[config.mk]
export PLATFORM = sky130hd
export DESIGN_NAME = div_unit
export DESIGN_NICKNAME = d
export VERILOG_FILES = /design/src/rtl/div_unit.sv
export SDC_FILE = /design/constraint.sdc
export NUM_CORES = 1
export LEC_CHECK = 0
export BUFFER_PORTS_ARGS = -buffer_cell sky130_fd_sc_hd__buf_4
export CAP_MARGIN = 15
export CORE_MARGIN = 3
export CORE_UTILIZATION = 30
export DETAILED_ROUTE_END_ITERATION = 16
export PLACE_DENSITY = 0.47
export SLEW_MARGIN = 20
export SYNTH_ARGS = -nofsm -noshare
export SYNTH_HDL_FRONTEND = slang
export SYNTH_SLANG_ARGS = --single-unit
export TNS_END_PERCENT = 5
[constraint.sdc]
create_clock -name clk -period 6.1 [get_ports clk]
set_clock_uncertainty 0.05 [all_clocks]
set_input_delay 0 -clock clk [delete_from_list [all_inputs] [get_ports clk]]
set_output_delay 0 -clock clk [all_outputs]
set_load 0.02 [all_outputs]
[src/rtl/div_unit.sv]
// div_unit: iterative restoring divider for DIV/DIVU/REM/REMU.
// Define DIV_EARLY_OUT_EN to finish divide-by-zero and overflow in one cycle.
module div_unit #(
  parameter int XLEN = 32
) (
  input  logic            clk,
  input  logic            reset,
  input  logic            start,
  input  logic [1:0]      op,
  input  logic [XLEN-1:0] dividend,
  input  logic [XLEN-1:0] divisor,
  output logic            busy,
  output logic            done,
  output logic [XLEN-1:0] result
);

  localparam int CW = $clog2(XLEN);
  localparam logic [XLEN-1:0] MINV = {1'b1, {(XLEN-1){1'b0}}};
  localparam logic [CW-1:0] LAST = CW'(XLEN-1);

  typedef enum logic [1:0] {IDLE, CALC, DONE} state_e;

  state_e          state_q, state_d;
  logic            rsel_q, rsel_d;
  logic            qneg_q, qneg_d;
  logic            rneg_q, rneg_d;
  logic            dz_q, dz_d;
  logic            ovf_q, ovf_d;
  logic [XLEN-1:0] a_q, a_d;
  logic [XLEN-1:0] quo_q, quo_d;
  logic [XLEN-1:0] dvs_q, dvs_d;
  logic [XLEN-1:0] rem_q, rem_d;
  logic [XLEN-1:0] res_q, res_d;
  logic [CW-1:0]   cnt_q, cnt_d;

  logic            in_sgn, a_neg, b_neg;
  logic            in_dz, in_ovf;
  logic [XLEN-1:0] a_mag, b_mag;
  logic [XLEN:0]   shl, diff;
  logic            ge;
  logic [XLEN-1:0] quo_nx, rem_nx;

  // Final result: special cases override the signed magnitude result.
  function automatic logic [XLEN-1:0] fin(
    input logic            rsel,
    input logic            dz,
    input logic            ovf,
    input logic            qn,
    input logic            rn,
    input logic [XLEN-1:0] a,
    input logic [XLEN-1:0] q,
    input logic [XLEN-1:0] r
  );
    if (dz) return rsel ? a : '1;
    if (ovf) return rsel ? '0 : MINV;
    if (rsel) return rn ? -r : r;
    return qn ? -q : q;
  endfunction

  // Decode incoming operands into magnitudes and special-case flags.
  always_comb begin
    in_sgn = ~op[0];
    a_neg  = in_sgn & dividend[XLEN-1];
    b_neg  = in_sgn & divisor[XLEN-1];
    a_mag  = a_neg ? -dividend : dividend;
    b_mag  = b_neg ? -divisor : divisor;
    in_dz  = (divisor == '0);
    in_ovf = in_sgn & (dividend == MINV) & (divisor == '1);
  end

  // One restoring step on an XLEN+1-bit partial remainder.
  always_comb begin
    shl    = {rem_q, quo_q[XLEN-1]};
    diff   = shl - {1'b0, dvs_q};
    ge     = ~diff[XLEN];
    rem_nx = ge ? diff[XLEN-1:0] : shl[XLEN-1:0];
    quo_nx = {quo_q[XLEN-2:0], ge};
  end

  // Next-state and datapath control.
  always_comb begin
    state_d = state_q;
    rsel_d  = rsel_q;
    qneg_d  = qneg_q;
    rneg_d  = rneg_q;
    dz_d    = dz_q;
    ovf_d   = ovf_q;
    a_d     = a_q;
    quo_d   = quo_q;
    dvs_d   = dvs_q;
    rem_d   = rem_q;
    res_d   = res_q;
    cnt_d   = cnt_q;
    unique case (state_q)
      IDLE, DONE: begin
        state_d = IDLE;
        if (start) begin
          state_d = CALC;
          rsel_d  = op[1];
          qneg_d  = a_neg ^ b_neg;
          rneg_d  = a_neg;
          dz_d    = in_dz;
          ovf_d   = in_ovf;
          a_d     = dividend;
          quo_d   = a_mag;
          dvs_d   = b_mag;
          rem_d   = '0;
          cnt_d   = '0;
`ifdef DIV_EARLY_OUT_EN
          if (in_dz || in_ovf) begin
            state_d = DONE;
            res_d   = fin(op[1], in_dz, in_ovf, 1'b0, 1'b0,
                          dividend, '0, '0);
          end
`endif
        end
      end
      CALC: begin
        quo_d = quo_nx;
        rem_d = rem_nx;
        cnt_d = cnt_q + CW'(1);
        if (cnt_q == LAST) begin
          state_d = DONE;
          res_d   = fin(rsel_q, dz_q, ovf_q, qneg_q, rneg_q,
                        a_q, quo_nx, rem_nx);
        end
      end
      default: state_d = IDLE;
    endcase
  end

  // State and datapath registers, cleared asynchronously.
  always_ff @(posedge clk or posedge reset) begin
    if (reset) begin
      state_q <= IDLE;
      rsel_q  <= 1'b0;
      qneg_q  <= 1'b0;
      rneg_q  <= 1'b0;
      dz_q    <= 1'b0;
      ovf_q   <= 1'b0;
      a_q     <= '0;
      quo_q   <= '0;
      dvs_q   <= '0;
      rem_q   <= '0;
      res_q   <= '0;
      cnt_q   <= '0;
    end else begin
      state_q <= state_d;
      rsel_q  <= rsel_d;
      qneg_q  <= qneg_d;
      rneg_q  <= rneg_d;
      dz_q    <= dz_d;
      ovf_q   <= ovf_d;
      a_q     <= a_d;
      quo_q   <= quo_d;
      dvs_q   <= dvs_d;
      rem_q   <= rem_d;
      res_q   <= res_d;
      cnt_q   <= cnt_d;
    end
  end

  assign busy   = (state_q == CALC);
  assign done   = (state_q == DONE);
  assign result = res_q;

endmodule

* Yosys cells after proc, flatten, opt, wreduce, memory -nomap -nowiden
Cells that the tools add are included.
** Word-level totals
- Register bits :: 172
- Bits of input ports :: 69
- Output and inout bits :: 34
- Logic and storage cells :: 73
** Operators by class
- Add/sub/neg operators :: 6
- Equality and inequality tests :: 7
- Mux-type cells :: 34
- Bitwise logic cells :: 7
- Reductions and logical operators :: 7
** Operator list (count)
- 32-bit two-way mux :: 15
- 32-bit negation :: 4
- 32-bit case mux with 2 select lines :: 2
- 32-bit equality test (second input constant) :: 2
- 33-bit by 32-bit subtractor with 33-bit output :: 1
- 32-bit logical NOT :: 1
- 1-bit two-way mux :: 13
- 5-bit case mux with 2 select lines :: 1
- 2-bit AND reduction :: 3
- 5-bit by 1-bit adder with 5-bit output (second input constant) :: 1
- 5-bit equality test (second input constant) :: 1
- 5-bit two-way mux :: 1
- 1-bit AND :: 4
- 2-bit case mux with 2 select lines :: 1
- 2-bit by 1-bit equality test with 1-bit output (second input constant) :: 1
- 2-bit equality test (second input constant) :: 1
- 2-bit logical NOT :: 1
- 2-bit two-way mux :: 1
- 2-bit by 1-bit != test with 1-bit output (second input constant) :: 1
- 2-bit != test (second input constant) :: 1
- 1-bit NOT :: 2
- 2-bit nonzero test :: 1
- 2-bit OR reduction :: 1
- 1-bit XOR :: 1

* Depth between registers and ports, before layout
Gate-level depths: netlist (run 1).
- Word-level depth :: 13
- Mapped depth :: 26
- Gate-level depth less buffers :: 23

* Worst setup path before layout (run 1)
OpenSTA, ideal clock, no wires.
- Path type :: flip-flop to flip-flop
- Start :: register quo_q[31]
- End :: register res_q[26] (netlist: result[26])
- Setup time :: 0.069 ns
- Arrival time :: 5.065 ns
- Data required time :: 5.981 ns
- Slack :: 0.917 ns
- Stages on the path, launching flop included :: 25
- Path buffers :: 2
- Period minus slack after synthesis :: 5.183 ns
- Cell sequence :: dfrtp_1 > inv_1 > ha_1 > inv_1 > fa_1 > a211o_2 > nand4_2 > a2111o_1 > a31oi_4 > nor3_4 > nor2_4 > inv_2 > clkbuf_1 > clkbuf_1 > ha_1 > nand2b_1 > or3_1 > nand4bb_1 > or2_2 > nand2_1 > xor2_1 > a21oi_1 > o221ai_1 > or3_1 > nand3_1
** Between the ends
- Longest elaborated chain between the ends :: 8
- Elaborated cells on any way between the ends :: 11
- Those cells by class :: add/sub: 3; mux: 7; bitwise: 1
** Ends and longest elaborated chain
- from (decl) :: line 30 : logic [XLEN-1:0] quo_q, quo_d;
- from (signal assigned) :: line 155 : quo_q <= quo_d;
- 33-bit by 32-bit subtractor with 33-bit output :: line 74 : diff = shl - {1'b0, dvs_q};
- 32-bit two-way mux :: line 76 : rem_nx = ge ? diff[XLEN-1:0] : shl[XLEN-1:0];
- 32-bit negation :: line 56 : if (rsel) return rn ? -r : r;
- 32-bit two-way mux (2 in a row) :: line 56
- 32-bit two-way mux (*) :: line 57 : return qn ? -q : q;
- 32-bit two-way mux (*) :: line 56
- 32-bit two-way mux (*) :: line 55 : if (ovf) return rsel ? '0 : MINV;
- to (signal assigned) :: line 158 : res_q <= res_d;
- to (decl) :: line 33 : logic [XLEN-1:0] res_q, res_d;
Every way passes the cells marked *; elsewhere a longest branch is shown, timed or not.
A chain may end at the register's enable or synchronous reset.

* Worst setup path in the final report (run 1)
Same ends and word-level chain as after synthesis.

==> results of run 1 <==
[path summary, 6_finish.rpt]
path | startpoint | endpoint | slack [ps] | cells after the start
max | quo_q[31]$_DFFE_PP0P_ | result[26]$_DFFE_PP0P_ | 1050 | 22
min | reset | quo_q[30]$_DFFE_PP0P_ | 50 | 3
max reg2reg | quo_q[31]$_DFFE_PP0P_ | result[26]$_DFFE_PP0P_ | 1050 | 22
min reg2reg | a_q[10]$_DFFE_PP0P_ | a_q[10]$_DFFE_PP0P_ | 420 | 2
max in group asynchronous | reset | a_q[15]$_DFFE_PP0P_ | 4680 | 4
min in group clk | divisor[22] | dvs_q[22]$_DFFE_PP0P_ | 90 | 4
[tightest hold or removal path: cells and delay by family]
kind,cells,cell delay (ps)
buf+inv,3,970
[per-layer routing]
| metal | wire [um] | vias up | track usage (%) |
|---|---|---|---|
| li1 | - | 6013 | - |
| met1 | 23800 | 6119 | 31.8 |
| met2 | 21600 | 333 | 33.6 |
| met3 | 2540 | 39 | 4.36 |
| met4 | 958 | 0 | 5.43 |
| met5 | 0 | - | 0 |
[synth_stat cells, types with 7 or more instances]
| cell | n | share of area (%) |
|---|---|---|
| a211oi_1 | 11 | 0.65 |
| nand3_1 | 15 | 0.59 |
| a22oi_1 | 35 | 2.1 |
| nand4_1 | 22 | 1.1 |
| o21a_1 | 10 | 0.59 |
| and3_1 | 13 | 0.64 |
| or4_1 | 15 | 0.89 |
| a211o_1 | 7 | 0.48 |
| o211ai_1 | 14 | 0.83 |
| o31ai_1 | 32 | 1.9 |
| ha_1 | 39 | 3.8 |
| nor3_1 | 32 | 1.3 |
| clkbuf_1 | 75 | 2.2 |
| nor2b_1 | 8 | 0.39 |
| nand2b_1 | 15 | 0.74 |
| inv_1 | 58 | 1.7 |
| mux2i_1 | 24 | 1.9 |
| and2_1 | 12 | 0.59 |
| a21o_1 | 10 | 0.59 |
| o41ai_1 | 12 | 0.83 |
| nor4_1 | 15 | 0.74 |
| a22o_1 | 8 | 0.55 |
| xor2_1 | 65 | 4.5 |
| nor2_1 | 102 | 3.0 |
| xnor2_1 | 62 | 4.3 |
| a21oi_1 | 95 | 3.7 |
| o21ai_0 | 215 | 8.5 |
| nand2_1 | 244 | 7.2 |
| mux2_2 | 7 | 0.62 |
| dfrtp_1 | 172 | 34 |
| a31oi_1 | 17 | 0.84 |
| or3_1 | 13 | 0.64 |
[cells by family (layout without fill, tap and decap cells)]
family / count (synthesis) / after routing / share of synthesized area, %
adder cells (fa/ha/maj): 40 / 40 / 4.00
buffers and inverters: 150 / 295 / 4.61
flip-flops: 172 / 172 / 33.9
AO/OA/AOI/OAI: 535 / 535 / 26.7
multiplexers: 31 / 31 / 2.51
XOR/XNOR: 127 / 127 / 8.76
AND/OR/NAND/NOR: 530 / 530 / 19.5
[sequential cells by signal (all words and copies together) (netlist names)]
register,count
a_q,32
result,32
rem_q,32
rneg_q,1
cnt_q,5
dvs_q,32
dz_q,1
ovf_q,1
quo_q,32
rsel_q,1
qneg_q,1
state_q,2
[stage by stage]
stage	instance area, um2	cells
6_report	15300	2262
3_3_place_gp	14000	2156
4_1_cts	15300	2262
2_1_floorplan	12700	1585
5_1_grt	15300	2262
3_5_place_dp	14000	2156
[area by class of cell]
cell class                 count  area share [%]
clock buffer                  19            2.96
clock inverter                12           0.695
inverter                      62            1.55
multi-input combinational   1263            51.2
sequential                   172            28.1
tap                          532            4.35
timing repair buffer         202            11.1
[timing repair]
item / 4_1_cts / 5_1_grt
hold buffers: 75 / 0
resized for setup: 0 / 0
hold endpoints to repair: 138 / 0
[report_power, final]
part / total [mW] / switching [mW] / internal, mW
Clock: 1.10 / 0.543 / 0.552
Combinational: 7.25 / 4.56 / 2.68
Sequential: 2.38 / 0.651 / 1.73
Total: 10.7 / 5.76 / 4.97
==> metrics.txt, run 1 <==
outcome=finished, final reports clean; fmax=198 MHz; most common cell after layout, fill and taps aside=nand2_1; post-route minimum period=5050 ps; GP Congestion=0.888; # diodes=0; I/O pin count=103; Arr. time, crit path=5400 ps; area of the multi-input gates=7840 um2; DR WL/cell=21.6 um; post-CTS setup repair buffer count=0; CTS tree=done; DIE AREA=44,900 um2; Async SR Flop Fraction=100%; Slew Viols, Final=0; cell count after synthesis=1,585; critical-path maximum fanout=6; pre-CTS setup slack=1090 ps; core area=41,300 um2; worst rel slew slack=29.8%; Mapped Nets=1,694; Reg area=4300 um2; Seq cells post-synth=172; worst-path cell chain=inv_1 -> ha_1 -> inv_1 -> fa_1 -> a211o_2 -> nand4_2 -> a2111o_1 -> a31oi_4 -> o21a_1 -> nor2_4 -> inv_2 -> ha_1 -> nand2b_1 -> or3_1 -> nand4bb_1 -> or2_2 -> nand2_1 -> xor2_1 -> a21oi_1 -> o221ai_1 -> or3_1 -> nand3_1; Hold Path Class=input pin to asynchronous set/reset pin; NumNets Final=1,827; first-pass GRT wire length=75,400 um; Worst-Margin Slew=1050 ps; Setup TNS=0 ps; syn_area_per_cell=8.02 um2; top_reg_cell synth=dfrtp_1; EDFF count, synth=0; sequential area share after synthesis=33.9%; startpoint types=flop; Hold Vio Cnt, Final=0; grt total ovfl=0; initial antenna violation count=1; Vias=12,500; CP endpoint kind=flop; pwr dens=701 nW/um2; most frequent cells in the layout=244 x nand2_1, 215 x o21ai_0, 172 x dfrtp_1; row count=74; CTS clk-pin slew, worst paths=80 ps; final WL=48,800 um; Max Cap Violations=0; share of cells above drive strength 1=11.4%; Worst path slowest cell=a2111o_1; final core occ=37.1%; CP delay by family, top=simple AND/OR/NAND/NOR gates; Design Power=10.7 mW; initial drt markers=872; CP Class=flop to flop; # DRC=0; Starting Density=30.8%; Via density=5.53; TritonCTS Buffers=17; clock latency on the worst-skew pair=470 ps; Chip Width=212 um; antenna-violating nets left=0; Leak Pwr=6.30 nW; required time of the critical path=6460 ps; Setup-failing EPs final=0; Post-Syn Area=12,700 um2; Port Buffers=102; Longest Clk Path Bufs=2; Slowest Stage Delay on Critical Path=570 ps; die height=212 um; DR pass1 iterations=5; RSZ-0062 raised after global routing=no; H-tree depth=4; Overall Global Routing Usage=21.9%; post-synth cell types=86; clk sinks=172; final hold slack=50.9 ps; Root Buffer=clkbuf_16; P&R area growth vs syn=20.5%; largest net degree at the start of global routing=69; FILL cells=4,359; peak supply drop=0.000297 V; Final period util=82.8%; worst path bufs/invs=3; YS warnings=0; Final HPWL DP=36,100 um; post-route setup slack=1050 ps; vias in the first global route=12,200
Power figures use the tool's default switching activity.
==> run 2, diff against run 1 <==
- PLACE_DENSITY: 0.47 -> 0.48
- clock period: 6.1 -> 4.4 ns (I/O delays scaled with it)
==> metrics.txt, run 2 (same netlist as run 1, synthesis figures left out) <==
TritonCTS Buffers=17; GP Congestion=0.884; first-pass GRT wire length=76,100 um; Worst R2R Setup Slack=40 ps; core area=41,300 um2; startpoint types=flop; final WL=49,900 um; Crit path top cell by count=a21oi_1; grt total ovfl=0; initial drt markers=882; required time of the critical path=4680 ps; CP Class=flop to flop; DR WL/cell=21.4 um; RSZ-0062 raised after global routing=yes; critical-path maximum fanout=4; post-route minimum period=4360 ps; NumNets Final=1,895; Setup TNS=0 ps; worst-path cell chain=inv_1 -> ha_2 -> inv_2 -> fa_2 -> a211o_4 -> nand4_4 -> a2111o_1 -> a31oi_4 -> o21a_4 -> nor2_4 -> inv_2 -> ha_4 -> nand2b_4 -> or3_4 -> nand4bb_4 -> or2_4 -> nand2_2 -> xor2_1 -> a21oi_1 -> o221ai_2 -> a21oi_1 -> a21oi_1 -> nand3_1; CP delay by family, top=compound AO/OA/AOI/OAI gates; Worst-Margin Slew=1060 ps; CTS tree=done; Root Buffer=clkbuf_16; Starting Density=30.8%; Critical R2R Launch=quo_q[31]$_DFFE_PP0P_; # diodes=0; Via density=5.52; Vias=12,900; P&R area growth vs syn=27.1%; DIE AREA=44,900 um2; most frequent cells in the layout=243 x nand2_1, 213 x o21ai_0, 193 x buf_4; Crit Reg-Reg Endpoint=result[26]$_DFFE_PP0P_; CP endpoint kind=flop; DR pass1 iterations=5; largest net degree at the start of global routing=173; Slowest Stage Delay on Critical Path=480 ps; Hold Path Class=input pin to flop; # DRC=0; Final period util=99.2%; CTS clk-pin slew, worst paths=70 ps; clock latency on the worst-skew pair=470 ps; Final HPWL DP=37,200 um; initial antenna violation count=0; I/O pin count=103; final hold slack=87.1 ps; worst rel slew slack=29.0%; fmax=229 MHz; Slew Viols, Final=0; worst path bufs/invs=3; Port Buffers=102; Worst path slowest cell=a2111o_1; H-tree depth=4; clk sinks=172; die height=212 um; critical path depth=23; Chip Width=212 um; Max Cap Violations=0; outcome=finished, final reports clean; Setup-failing EPs final=0; share of cells above drive strength 1=16.5%; FILL cells=4,235; most common cell after layout, fill and taps aside=nand2_1; antenna-violating nets left=0; first element of the critical path=quo_q[31]$_DFFE_PP0P_; R2R depth=23; vias in the first global route=12,600; Arr. time, crit path=4650 ps; Setup crit end=result[26]$_DFFE_PP0P_; Hold Vio Cnt, Final=0; Overall Global Routing Usage=22.2%; row count=74; Longest Clk Path Bufs=2
==> run 2: cell types whose count changed in the layout (fill, tap and decap cells not counted), sizes merged <==
cell / delta
dlygate4sd3: -2
buf: +70
clkinv: -2
bufinv: +3
==> run 2: timing repair <==
action | in CTS | in global routing
buffers inserted | 0 | 4
resized for setup | 6 | 21
hold buffers | 73 | 0
endpoints found under the hold margin | 270 | 0
pin swaps | 0 | 16
endpoints found under the setup margin | 8 | 18
==> run 2: routing by layer <==
layer / track usage (%) / part of all wire, % / wire (um) / up-vias
li1: - / - / - / 6144
met1: 32.1 / 48 / 23700 / 6249
met2: 33.8 / 44 / 22100 / 397
met3: 3.60 / 5.6 / 2820 / 72
met4: 7.04 / 2.5 / 1260 / 0
met5: 0 / 0 / 0 / -
==> run 2: worst min path at each step <==
stage	start	end	slack, ps	depth (start not counted)
2_1_floorplan	op[0]	qneg_q$_DFFE_PP0P_	50	1
3_3_place_gp	op[1]	rsel_q$_DFFE_PP0P_	170	3
3_5_place_dp	dividend[9]	a_q[9]$_DFFE_PP0P_	180	3
4_1_cts	divisor[22]	dvs_q[24]$_DFFE_PP0P_	70	4
5_1_grt	divisor[22]	dvs_q[22]$_DFFE_PP0P_	120	4
6_report	divisor[22]	dvs_q[24]$_DFFE_PP0P_	90	4
==> run 2: tightest hold or removal path, delay by kind of cell <==
kind | cells | cell delay, ps
xor gates and xnor gates | 1 | 190
buffers and inverters | 1 | 120
AOI/OAI and AO/OA | 2 | 240
==> run 2: area by class of cell <==
cell class	count	area, um2	area share [%]
Tap cell	532	666	4.12
Clock inverter	13	174	1.08
Sequential cell	172	4300	26.7
Clock buffer	19	453	2.81
Timing Repair Buffer	270	2270	14.0
Multi-Input combinational cell	1263	8040	49.8
Inverter	62	236	1.46
==> run 2: through the flow <==
step,instance area [um2],util [%],setup slack [ps],instances
6_report,16100,39.1,35.1,2331
5_1_grt,16100,39.1,-165,2331
4_1_cts,16000,38.7,-7.67,2326
3_5_place_dp,14600,35.4,-110,2221
3_3_place_gp,14600,35.4,-45.0,2221
2_1_floorplan,12800,-,-268,1585
Power of run 2 is left out: the tool's default activity adds up to more than one toggle a clock period on the data nets, which glitch-free logic cannot reach.
==> run 3, diff against run 2 <==
- ABC_AREA: default -> 1
==> metrics.txt, run 3 <==
Slew Viols, Final=0; Vias=14,900; Longest Clk Path Bufs=2; Slowest Stage Delay on Critical Path=360 ps; Synth area leader=dfrtp_1; # diodes=0; CTS clk-pin slew, worst paths=70 ps; Max Cap Violations=0; Overall Global Routing Usage=22.8%; post-route minimum period=4100 ps; post-synth cell types=57; TritonCTS Buffers=17; clk sinks=172; Worst path slowest cell=dfrtp_1; Starting Density=30.7%; Critical R2R Launch=dvs_q[25]$_DFFE_PP0P_; required time of the critical path=4700 ps; Crit path top cell by count=nand2_1; Post-Syn Area=14,100 um2; Worst-Margin Slew=1020 ps; antenna-violating nets left=0; ranking of synthesized cells by area=dfrtp_1 31%, nand2_1 17%, inv_1 8.4%; clock latency on the worst-skew pair=470 ps; DR WL/cell=19.0 um; GP Congestion=0.895; grt total ovfl=0; cell count after synthesis=2,193; NumNets Final=2,479; DIE AREA=49,600 um2; top cell type's share of synthesized area=30.6%; most common cell in the netlist=nand2_1; Via density=5.01; I/O pin count=103; Arr. time, crit path=4400 ps; Worst R2R Setup Slack=300 ps; CP delay by family, top=simple AND/OR/NAND/NOR gates; YS warnings=0; critical-path maximum fanout=5; H-tree depth=4; CP Class=flop to flop; top cells by count, synth=639 x nand2_1, 315 x inv_1, 226 x nor2_1; # DRC=0; largest net degree at the start of global routing=114; WHS Path Cells=5; die height=223 um; Async SR Flop Fraction=100%; P&R area growth vs syn=21.1%; first-pass GRT wire length=87,500 um; Crit Reg-Reg Endpoint=result[26]$_DFFE_PP0P_; Hold Path Class=input pin to flop; Final period util=93.2%; hold path start=divisor[23]; worst rel slew slack=32.2%; startpoint types=flop; worst path bufs/invs=2; sequential area share after synthesis=30.6%; CP endpoint kind=flop; Hold Vio Cnt, Final=0; fmax=244 MHz; core area=45,900 um2; Setup-failing EPs final=0; CTS tree=done; Hold Path End=ovf_q$_DFFE_PP0P_; Setup TNS=0 ps; outcome=finished, final reports clean; most frequent cells in the layout=637 x nand2_1, 314 x inv_1, 223 x nor2_1; vias in the first global route=14,300; initial antenna violation count=1; EDFF count, synth=0; FILL cells=5,067; initial drt markers=1,371; top_reg_cell synth=dfrtp_1; DR pass1 iterations=5; Mapped Nets=2,302; Chip Width=223 um; row count=78; R2R depth=28; Port Buffers=102; syn_area_per_cell=6.42 um2; Seq cells post-synth=172; Root Buffer=clkbuf_16; Final HPWL DP=44,100 um; share of cells above drive strength 1=12.8%; most common cell after layout, fill and taps aside=nand2_1; final WL=56,700 um
## run 3: timing repair
action,in CTS,in global routing
hold buffers,78,0
setup buffers,0,3
resized for setup,0,15
hold endpoints to repair,271,0
endpoints found under the setup margin,0,4
## run 3: worst max path at each step
stage	startpoint	end	slack, ps	depth (start not counted)
floorplan	quo_q[31]$_DFFE_PP0P_	result[30]$_DFFE_PP0P_	70	33
global placement	quo_q[31]$_DFFE_PP0P_	result[26]$_DFFE_PP0P_	240	30
detailed placement	quo_q[31]$_DFFE_PP0P_	result[26]$_DFFE_PP0P_	170	30
CTS	quo_q[31]$_DFFE_PP0P_	result[26]$_DFFE_PP0P_	150	30
global route	rem_q[12]$_DFFE_PP0P_	result[26]$_DFFE_PP0P_	-20	28
finish	dvs_q[25]$_DFFE_PP0P_	result[26]$_DFFE_PP0P_	300	28
## run 3: final cells by class
cell class	count	area [um2]	share of cell area [%]
inverter	332	1250	7.33
sequential	172	4300	25.2
clock inverter	11	83.8	0.491
multi-input combinational	1611	8220	48.2
tap	600	751	4.40
timing repair buffer	236	1980	11.6
clock buffer	21	470	2.76
## run 3: worst reg2reg max path: cells and delay by family (launching register included)
family,cells,cell delay (ps)
AND/OR/NAND/NOR,18,1940
flip-flops,1,360
adder cells (fa/ha/maj),2,510
buffers and inverters,2,320
AO/OA/AOI/OAI,6,810
## run 3: metrics by stage
stage	utilization (%)	setup slack, ps	cell area [um2]	cells	hold WS, ps
after floorplan	-	66.0	14100	2193	59.6
after global placement	34.1	240	15600	2870	-124
after detailed placement	34.1	167	15600	2870	-124
after CTS	37.0	154	17000	2980	36.1
after global routing	37.2	-23.1	17100	2983	87.8
final	37.2	299	17100	2983	52.2
## run 3: kinds of logic after synthesis
family	after synthesis	share of synthesized area (%)
xor+xnor	68	4.23
compound gates	324	13.9
mux	1	0.0800
flops	172	30.6
fa+ha+maj	40	3.61
simple gates	1178	36.1
buf+inv	410	11.5
## run 3: routing by layer
layer	track usage, %	routed length, um	vias up
li1	-	-	7359
met1	33.9	28100	7148
met5	0	0	-
met3	2.46	2560	28
met2	35.8	25500	395
met4	4.45	557	0
Power of run 3 is left out for the same reason.
